**src/rtl/eprisc_rom_fetch_if.sv**
```systemverilog
// Fetch-stage bus bundle: ROM request/response side plus the decode handshake.
// master = fetch stage, slave = ROM model / decode consumer.
interface eprisc_rom_fetch_if #(
  parameter int ADDR_W = 8,
  parameter int DATA_W = 32
);
  logic              iRun;
  logic [ADDR_W-1:0] oRomAddr;
  logic              oRomEnable;
  logic [DATA_W-1:0] iRomData;
  logic [DATA_W-1:0] oInstr;
  logic [ADDR_W-1:0] oInstrPC;
  logic              oValid;
  logic              iReady;
  logic              iRedirect;
  logic [ADDR_W-1:0] iRedirectAddr;

  modport master (
    input  iRun, iRomData, iReady, iRedirect, iRedirectAddr,
    output oRomAddr, oRomEnable, oInstr, oInstrPC, oValid
  );

  modport slave (
    output iRun, iRomData, iReady, iRedirect, iRedirectAddr,
    input  oRomAddr, oRomEnable, oInstr, oInstrPC, oValid
  );
endinterface

```
**src/rtl/eprisc_rom_fetch.sv**
```systemverilog
// epRISC instruction fetch: PC, one ROM read per cycle, 2-entry {instr, pc}
// buffer toward decode, redirect flushes buffered and in-flight words.
module eprisc_rom_fetch #(
  parameter int              ADDR_W     = 8,
  parameter int              DATA_W     = 32,
  parameter logic [ADDR_W-1:0] RESET_ADDR = '0
) (
  input logic                iClk,
  input logic                iReset,
  eprisc_rom_fetch_if.master bus
);

  logic [ADDR_W-1:0]            pc_q, pc_d;
  logic                         pend_q, pend_d;
  logic [ADDR_W-1:0]            pend_addr_q, pend_addr_d;
  logic [1:0][DATA_W-1:0]       instr_q, instr_d;
  logic [1:0][ADDR_W-1:0]       ipc_q, ipc_d;
  logic                         head_q, head_d;
  logic                         tail_q, tail_d;
  logic [1:0]                   cnt_q, cnt_d;

  logic       valid;
  logic       pop;
  logic       cap;
  logic       issue;
  logic [2:0] occ;

  assign valid = (cnt_q != 2'd0);
  // A redirect voids any handshake in the same cycle.
  assign pop   = valid & bus.iReady & ~bus.iRedirect;
  // Returning word is dropped if a redirect lands on the same edge.
  assign cap   = pend_q & ~bus.iRedirect;
  // Occupancy after this edge counting the in-flight read; keeps the buffer from overflowing.
  assign occ   = {1'b0, cnt_q} + {2'b00, pend_q} - {2'b00, pop};
  assign issue = bus.iRun & ~bus.iRedirect & (occ < 3'd2);

  assign bus.oRomAddr   = pc_q;
  assign bus.oRomEnable = pend_q;
  assign bus.oInstr     = instr_q[head_q];
  assign bus.oInstrPC   = ipc_q[head_q];
  assign bus.oValid     = valid;

  // Next-state: redirect flushes everything, otherwise issue/capture/pop.
  always_comb begin
    pc_d        = pc_q;
    pend_d      = pend_q;
    pend_addr_d = pend_addr_q;
    instr_d     = instr_q;
    ipc_d       = ipc_q;
    head_d      = head_q;
    tail_d      = tail_q;
    cnt_d       = cnt_q;
    if (bus.iRedirect) begin
      pc_d   = bus.iRedirectAddr;
      pend_d = 1'b0;
      cnt_d  = 2'd0;
      head_d = 1'b0;
      tail_d = 1'b0;
    end else begin
      pend_d = issue;
      if (issue) begin
        pc_d        = pc_q + 1'b1;
        pend_addr_d = pc_q;
      end
      if (cap) begin
        instr_d[tail_q] = bus.iRomData;
        ipc_d[tail_q]   = pend_addr_q;
        tail_d          = ~tail_q;
      end
      if (pop) head_d = ~head_q;
      cnt_d = cnt_q + {1'b0, cap} - {1'b0, pop};
    end
  end

  // State registers, cleared asynchronously so in-flight work is discarded.
  always_ff @(posedge iClk or negedge iReset) begin
    if (!iReset) begin
      pc_q        <= RESET_ADDR;
      pend_q      <= 1'b0;
      pend_addr_q <= '0;
      instr_q     <= '0;
      ipc_q       <= '0;
      head_q      <= 1'b0;
      tail_q      <= 1'b0;
      cnt_q       <= 2'd0;
    end else begin
      pc_q        <= pc_d;
      pend_q      <= pend_d;
      pend_addr_q <= pend_addr_d;
      instr_q     <= instr_d;
      ipc_q       <= ipc_d;
      head_q      <= head_d;
      tail_q      <= tail_d;
      cnt_q       <= cnt_d;
    end
  end

  // Capture into a full buffer must never happen; the issue gate prevents it.
  always_ff @(posedge iClk) begin
    if (iReset) assert (!(cap && !pop && cnt_q == 2'd2));
  end

endmodule
```
**src/flat_wrapper.sv**
```systemverilog
// flat-port wrapper written by rule: the top's interface ports become plain ports
module eprisc_rom_fetch_flat 
#(
  parameter int              ADDR_W     = 8,
  parameter int              DATA_W     = 32,
  parameter logic [ADDR_W-1:0] RESET_ADDR = '0
)
  (iClk, iReset, bus_iRun, bus_iRomData, bus_iReady, bus_iRedirect, bus_iRedirectAddr, bus_oRomAddr, bus_oRomEnable, bus_oInstr, bus_oInstrPC, bus_oValid);
  eprisc_rom_fetch_if #(.ADDR_W(ADDR_W), .DATA_W(DATA_W)) bus_i ();
  input logic iClk;
  input logic iReset;
  input wire logic [$bits(bus_i.iRun)-1:0] bus_iRun;
  input wire logic [$bits(bus_i.iRomData)-1:0] bus_iRomData;
  input wire logic [$bits(bus_i.iReady)-1:0] bus_iReady;
  input wire logic [$bits(bus_i.iRedirect)-1:0] bus_iRedirect;
  input wire logic [$bits(bus_i.iRedirectAddr)-1:0] bus_iRedirectAddr;
  output wire logic [$bits(bus_i.oRomAddr)-1:0] bus_oRomAddr;
  output wire logic [$bits(bus_i.oRomEnable)-1:0] bus_oRomEnable;
  output wire logic [$bits(bus_i.oInstr)-1:0] bus_oInstr;
  output wire logic [$bits(bus_i.oInstrPC)-1:0] bus_oInstrPC;
  output wire logic [$bits(bus_i.oValid)-1:0] bus_oValid;
  assign bus_i.iRun = bus_iRun;
  assign bus_i.iRomData = bus_iRomData;
  assign bus_i.iReady = bus_iReady;
  assign bus_i.iRedirect = bus_iRedirect;
  assign bus_i.iRedirectAddr = bus_iRedirectAddr;
  assign bus_oRomAddr = bus_i.oRomAddr;
  assign bus_oRomEnable = bus_i.oRomEnable;
  assign bus_oInstr = bus_i.oInstr;
  assign bus_oInstrPC = bus_i.oInstrPC;
  assign bus_oValid = bus_i.oValid;
  eprisc_rom_fetch #(.ADDR_W(ADDR_W), .DATA_W(DATA_W), .RESET_ADDR(RESET_ADDR)) u_core (.iClk(iClk), .iReset(iReset), .bus(bus_i));
endmodule
```
**config.mk**
```make
export PLATFORM = sky130hd
export DESIGN_NAME = eprisc_rom_fetch_flat
export DESIGN_NICKNAME = d
export VERILOG_FILES = /design/src/rtl/eprisc_rom_fetch_if.sv /design/src/rtl/eprisc_rom_fetch.sv /design/src/flat_wrapper.sv
export SDC_FILE = /design/constraint.sdc
export NUM_CORES = 1
export LEC_CHECK = 0
export CAP_MARGIN = 0
export CORE_MARGIN = 4
export CORE_UTILIZATION = 45
export CTS_CLUSTER_SIZE = 14
export DETAILED_ROUTE_END_ITERATION = 12
export PLACE_DENSITY = 0.71
export SYNTH_ARGS = -nofsm -noshare
export SYNTH_HDL_FRONTEND = slang
export SYNTH_SLANG_ARGS = --single-unit
```
**constraint.sdc**
```tcl
create_clock -name iClk -period 7 [get_ports iClk]
set_input_delay 1.4 -clock iClk [delete_from_list [all_inputs] [get_ports iClk]]
set_output_delay 1.4 -clock iClk [all_outputs]
set_load 0.01 [all_outputs]
```
=== After elaboration in Yosys (flattened, before gate mapping) ===
Index checks and enable logic that the tools add are counted.

* Word-level logic and storage cells: 52
* Bits of input ports: 45
* Output and inout bits: 50
* Bits in registers: 101

* Muxes and demuxes: 18
* Bitwise logic cells: 8
* Reductions and logical operators: 7
* Order comparisons: 4
* Add/subtract/negate cells: 5

{| class="wikitable"
|+ Operators by type and width
! cell !! count
|-
| 32-bit two-way mux || 3
|-
| 64-bit bitwise mux || 1
|-
| 8-bit two-way mux || 5
|-
| 32-bit demux with 1-bit select || 1
|-
| 16-bit bitwise mux || 1
|-
| 8-bit by 1-bit adder with 8-bit output, second input constant || 1
|-
| 8-bit demux with 1-bit select || 1
|-
| 2-bit nonzero test || 4
|-
| 1-bit bitwise AND || 5
|-
| 1-bit two-way mux || 5
|-
| 1-bit by 2-bit less-than comparator with 1-bit output, second input constant || 2
|-
| 2-bit AND reduction || 2
|-
| 2-bit by 1-bit adder with 3-bit output || 1
|-
| 3-bit by 2-bit less-than comparator with 1-bit output, second input constant || 1
|-
| 1-bit inverter || 3
|-
| 3-bit by 1-bit subtractor with 3-bit output || 1
|-
| 2-bit by 1-bit adder with 2-bit output || 1
|-
| 2-bit two-way mux || 1
|-
| 2-bit by 1-bit subtractor with 2-bit output || 1
|-
| 1-bit >= comparator, second input constant || 1
|-
| 1-bit logical AND || 1
|}

=== Longest topological paths before layout ===
* Word-level depth: 8
* Depth in mapped cells: 13
* Depth with buffers taken out: 11

=== Worst setup path before layout ===
OpenSTA, ideal clock, no wires.

* Kind: input to register
* From: input port bus_iRedirect
* To: register u_core.pc_q[6], in the netlist u_core.bus.oRomAddr[6]
* Path buffers: 3
* Data required time: 6.934 ns
* Slack: 3.066 ns
* Setup time: 0.066 ns
* Arrival time: 3.867 ns
* Stages on the path: 11
* Cell sequence: clkbuf_1 > clkbuf_1 > nor2_1 > ha_1 > nand2b_1 > fa_1 > xor2_1 > or3_1 > buf_6 > nor4_2 > a221o_1

* Longest elaborated chain between the ends: 6
* Elaborated cells between the ends (all ways): 8
* Those cells by class: add/sub (1); order compare (1); mux (1); bitwise (4); reduce/logical (1)

{| class="wikitable"
|+ Ends and longest elaborated chain
! what !! line !! source
|-
| start, declared || flat_wrapper.sv:15 || <nowiki>input wire logic [$bits(bus_i.iRedirect)-1:0] bus_iRedirect;</nowiki>
|-
| 1-bit inverter (no line) || - ||
|-
| 1-bit bitwise AND || eprisc_rom_fetch.sv:30 || <nowiki>assign pop = valid & bus.iReady & ~bus.iRedirect;</nowiki>
|-
| 3-bit by 1-bit subtractor with 3-bit output || eprisc_rom_fetch.sv:34 || <nowiki>assign occ = {1'b0, cnt_q} + {2'b00, pend_q} - {2'b00, pop};</nowiki>
|-
| 3-bit by 2-bit less-than comparator with 1-bit output || eprisc_rom_fetch.sv:35 || <nowiki>assign issue = bus.iRun & ~bus.iRedirect & (occ < 3'd2);</nowiki>
|-
| 1-bit bitwise AND || eprisc_rom_fetch.sv:35 ||
|-
| 2-bit nonzero test (no line) || - ||
|-
| end signal, assigned || eprisc_rom_fetch.sv:87 || <nowiki>pc_q <= pc_d;</nowiki>
|-
| end, declared || eprisc_rom_fetch.sv:13 || <nowiki>logic [ADDR_W-1:0] pc_q, pc_d;</nowiki>
|}

Parallel ways exist; a longest one is shown, timed or not.
A chain may end at the register's enable or synchronous reset.

=== Worst setup path in the final report ===
* From: input port bus_iRedirect
* To: register u_core.pc_q[0], in the netlist u_core.bus.oRomAddr[0]

The elaborated chain is that of the path after synthesis.

==> results.json <==
{
  "finalSetupViolCount": 0,
  "start_util": 0.460,
  "ys.flop_type": "dfrtp_1",
  "criticalPathCategory": "in2reg",
  "firstDrtPassIters": 6,
  "fp.coreArea_um2": 9730,
  "swShare": 0.289,
  "cp-start-kind": "input pin",
  "synthArstFlopShare": 1.00,
  "finalPower_mw": 2.19,
  "seqPwrFrac": 0.445,
  "setup_tns_ns": 0,
  "arrival_ns": 4.72,
  "p_clk_frac": 0.168,
  "regArea_um2": 2530,
  "grt_pass1_vias": 3045,
  "leakagePower_nw": 2.49,
  "row_count": 36,
  "antenna_cells": 0,
  "clock_path_buffers": 2,
  "synth_seq_area_share": 0.565,
  "postCtsSetupBuffers": 0,
  "numPortBuffers": 94,
  "num_io_pins": 95,
  "antenna_found_initial": 0,
  "max-vdd-ir-drop_mv": 0.130,
  "grt_pass1_wl_mm": 14.8,
  "die_y_um": 108,
  "powerDensity_nw_per_um2": 384,
  "syn_area_per_cell_um2": 13.8,
  "wirelength_mm": 8.80,
  "yosys_warnings": 0,
  "comb_power_share": 0.387,
  "clk-insertion-delay-late_ns": 0.35,
  "wire_per_inst_um": 16.0,
  "fin_crit_sh": 0.645,
  "clkTransAtPathRegs_ns": 0.09,
  "h-tree-depth": 3,
  "synthDistinctLibCells": 31,
  "dp_hpwl_mm": 5.90,
  "worst_pin_slew_ns": 1.02,
  "max-slew-margin-rel": 0.318,
  "p_sw_uw": 633,
  "ant_nets": 0,
  "overflow": 0,
  "min_period_ns": 4.52,
  "syn_nets": 374,
  "synth_edf_count": 0,
  "cts.repair.resized": 0,
  "syn_inst": 324,
  "multi_input_comb_area_um2": 1840,
  "slew_violations": 0,
  "vias": 2866,
  "cts_root_buffer": "clkbuf_8",
  "finalHoldViolations": 0,
  "endpoint_kind": "register",
  "grt_max_degree": 55,
  "post_cts_hold_buffer_count": 0,
  "hold_path.class": "reg2reg",
  "clock.fmax_mhz": 221,
  "drive_above_1_share": 0.347,
  "status": "finished clean",
  "cts_tree": "built",
  "cp_max_fo": 19,
  "synth_area_um2": 4480,
  "fillers": 795,
  "syn_to_final_growth_pct": 27.5,
  "viasPerCell": 5.20,
  "grtUsageTotal": 0.159,
  "rsz0062_at_grt": "false",
  "maxCapViolCount": 0,
  "drtIter0Drc": 98,
  "gp_congestion": 0.914,
  "clock-sinks": 101,
  "ys_ff_latch": 101,
  "die_area_um2": 11600,
  "num-nets-final": 463,
  "finish.utilization": 0.587,
  "skew_ns": 0.0145,
  "dieWidth_um": 108,
  "required_ns": 7.21,
  "p_int_mw": 1.56,
  "numCtsBuffers": 9,
  "drc_errors": 0
}
-- registers in the layout, summed over array words and instances, names as in the netlist --
register and flops:
u_core.pend_addr_q 8, u_core.head_q 1, u_core.instr_q 64, u_core.bus.oRomAddr 8, u_core.bus.oRomEnable 1, u_core.ipc_q 16
u_core.cnt_q 2, u_core.tail_q 1
-- final timing paths --
check	from	end	slack, ns	cells past startpoint
max in group asynchronous	iReset	u_core.instr_q[49]	4.84	2
max	bus_iRedirect	u_core.bus.oRomAddr[0]	2.48	10
min	u_core.pend_addr_q[6]	u_core.pend_addr_q[6]	0.51	2
min reg2reg	u_core.pend_addr_q[6]	u_core.pend_addr_q[6]	0.51	2
min in group asynchronous	iReset	u_core.instr_q[34]	1.04	1
max reg2reg	u_core.cnt_q[1]	u_core.bus.oRomAddr[0]	3.62	11
-- cell usage after synthesis, types with 2 or more instances --
| cell type | number | area share |
|---|---|---|
| mux2_2 | 120 | 0.30 |
| nand3_1 | 3 | 0.0034 |
| o311ai_1 | 4 | 0.0078 |
| clkbuf_1 | 3 | 0.0025 |
| dfrtp_1 | 101 | 0.56 |
| buf_1 | 4 | 0.0034 |
| o311ai_0 | 5 | 0.0098 |
| xor2_1 | 3 | 0.0059 |
| xnor2_1 | 3 | 0.0059 |
| ha_1 | 4 | 0.011 |
| nand2_1 | 36 | 0.030 |
| inv_1 | 5 | 0.0042 |
| buf_6 | 2 | 0.0050 |
| nor2_1 | 7 | 0.0059 |
| buf_2 | 8 | 0.0089 |
-- critical path, cell delays in order --
cell and delay [ns]:
clkdlybuf4s50_1 0.89, nor2_1 0.16, ha_1 0.30, nand2b_1 0.15, fa_1 0.37, xor2_1 0.37, or3_1 0.58, inv_2 0.23
xnor2_1 0.19, o21ai_1 0.07
-- placed cells by master, fill, tap and decap left out --
cell	instances
and4_1	1
nor2b_1	1
a21oi_1	1
inv_2	1
ha_1	4
clkdlybuf4s50_1	93
xnor2_1	3
fa_1	1
nand2_2	1
inv_6	1
dfrtp_2	1
clkbuf_1	1
nand4_1	1
nand2b_1	1
nor4_2	1
nor3_2	1
inv_1	5
o311ai_1	4
or3_1	1
mux2_2	120
nand3_1	3
buf_4	3
o311ai_2	1
or2_2	1
clkinvlp_4	2
a221o_1	1
nand2_1	35
clkbuf_8	10
o311ai_0	5
o21ai_1	1
bufinv_16	1
dfrtp_1	100
xor2_1	3
clkinv_2	1
nor2_1	7
a22oi_1	1
-- metal layers --
metal,up-vias,part of all wire,track usage
met4,0,0.017,0.0532
met5,-,0,0
met1,1433,0.46,0.221
met3,15,0.054,0.0318
met2,98,0.47,0.248
li1,1320,-,-
-- cell type report --
class	count	area share
Timing Repair Buffer	96	0.167
Clock inverter	5	0.0103
Multi-Input combinational cell	199	0.322
Inverter	6	0.00394
Tap cell	133	0.0291
Sequential cell	101	0.443
Clock buffer	11	0.0248
-- power by group through the flow --
stage | sequential, mW | combinational, mW | clock [mW]
3_3_place_gp | 0.971 | 0.844 | 0
6_report | 0.976 | 0.848 | 0.369
3_5_place_dp | 0.991 | 0.859 | 0
2_1_floorplan | 0.931 | 0.505 | 0
5_1_grt | 1.01 | 0.921 | 0.402
4_1_cts | 0.978 | 0.863 | 0.380
-- logic make-up (layout without fill, tap and decap cells) --
logic type                 count (synthesis)  count (layout)  share of synthesized area
DFF                                      101             101                      0.565
and+or+nand+nor                           54              54                     0.0523
AOI/OAI and AO/OA                         14              14                     0.0274
xor gates and xnor gates                   6               6                     0.0117
adders and majority gates                  5               5                     0.0157
muxes                                    120             120                      0.302
buffers and inverters                     24             118                     0.0266
-- through the flow --
stage	hold WS, ns	area, um^2	setup WS [ns]	std cells
finish	0.507	5710	2.48	551
global placement	0.480	5510	2.29	535
floorplan	0.456	4480	3.07	324
detailed placement	0.487	5510	2.16	535
global route	0.520	5710	2.24	551
CTS	0.510	5710	2.53	551
No activity file was read; power rests on OpenSTA's default activity.
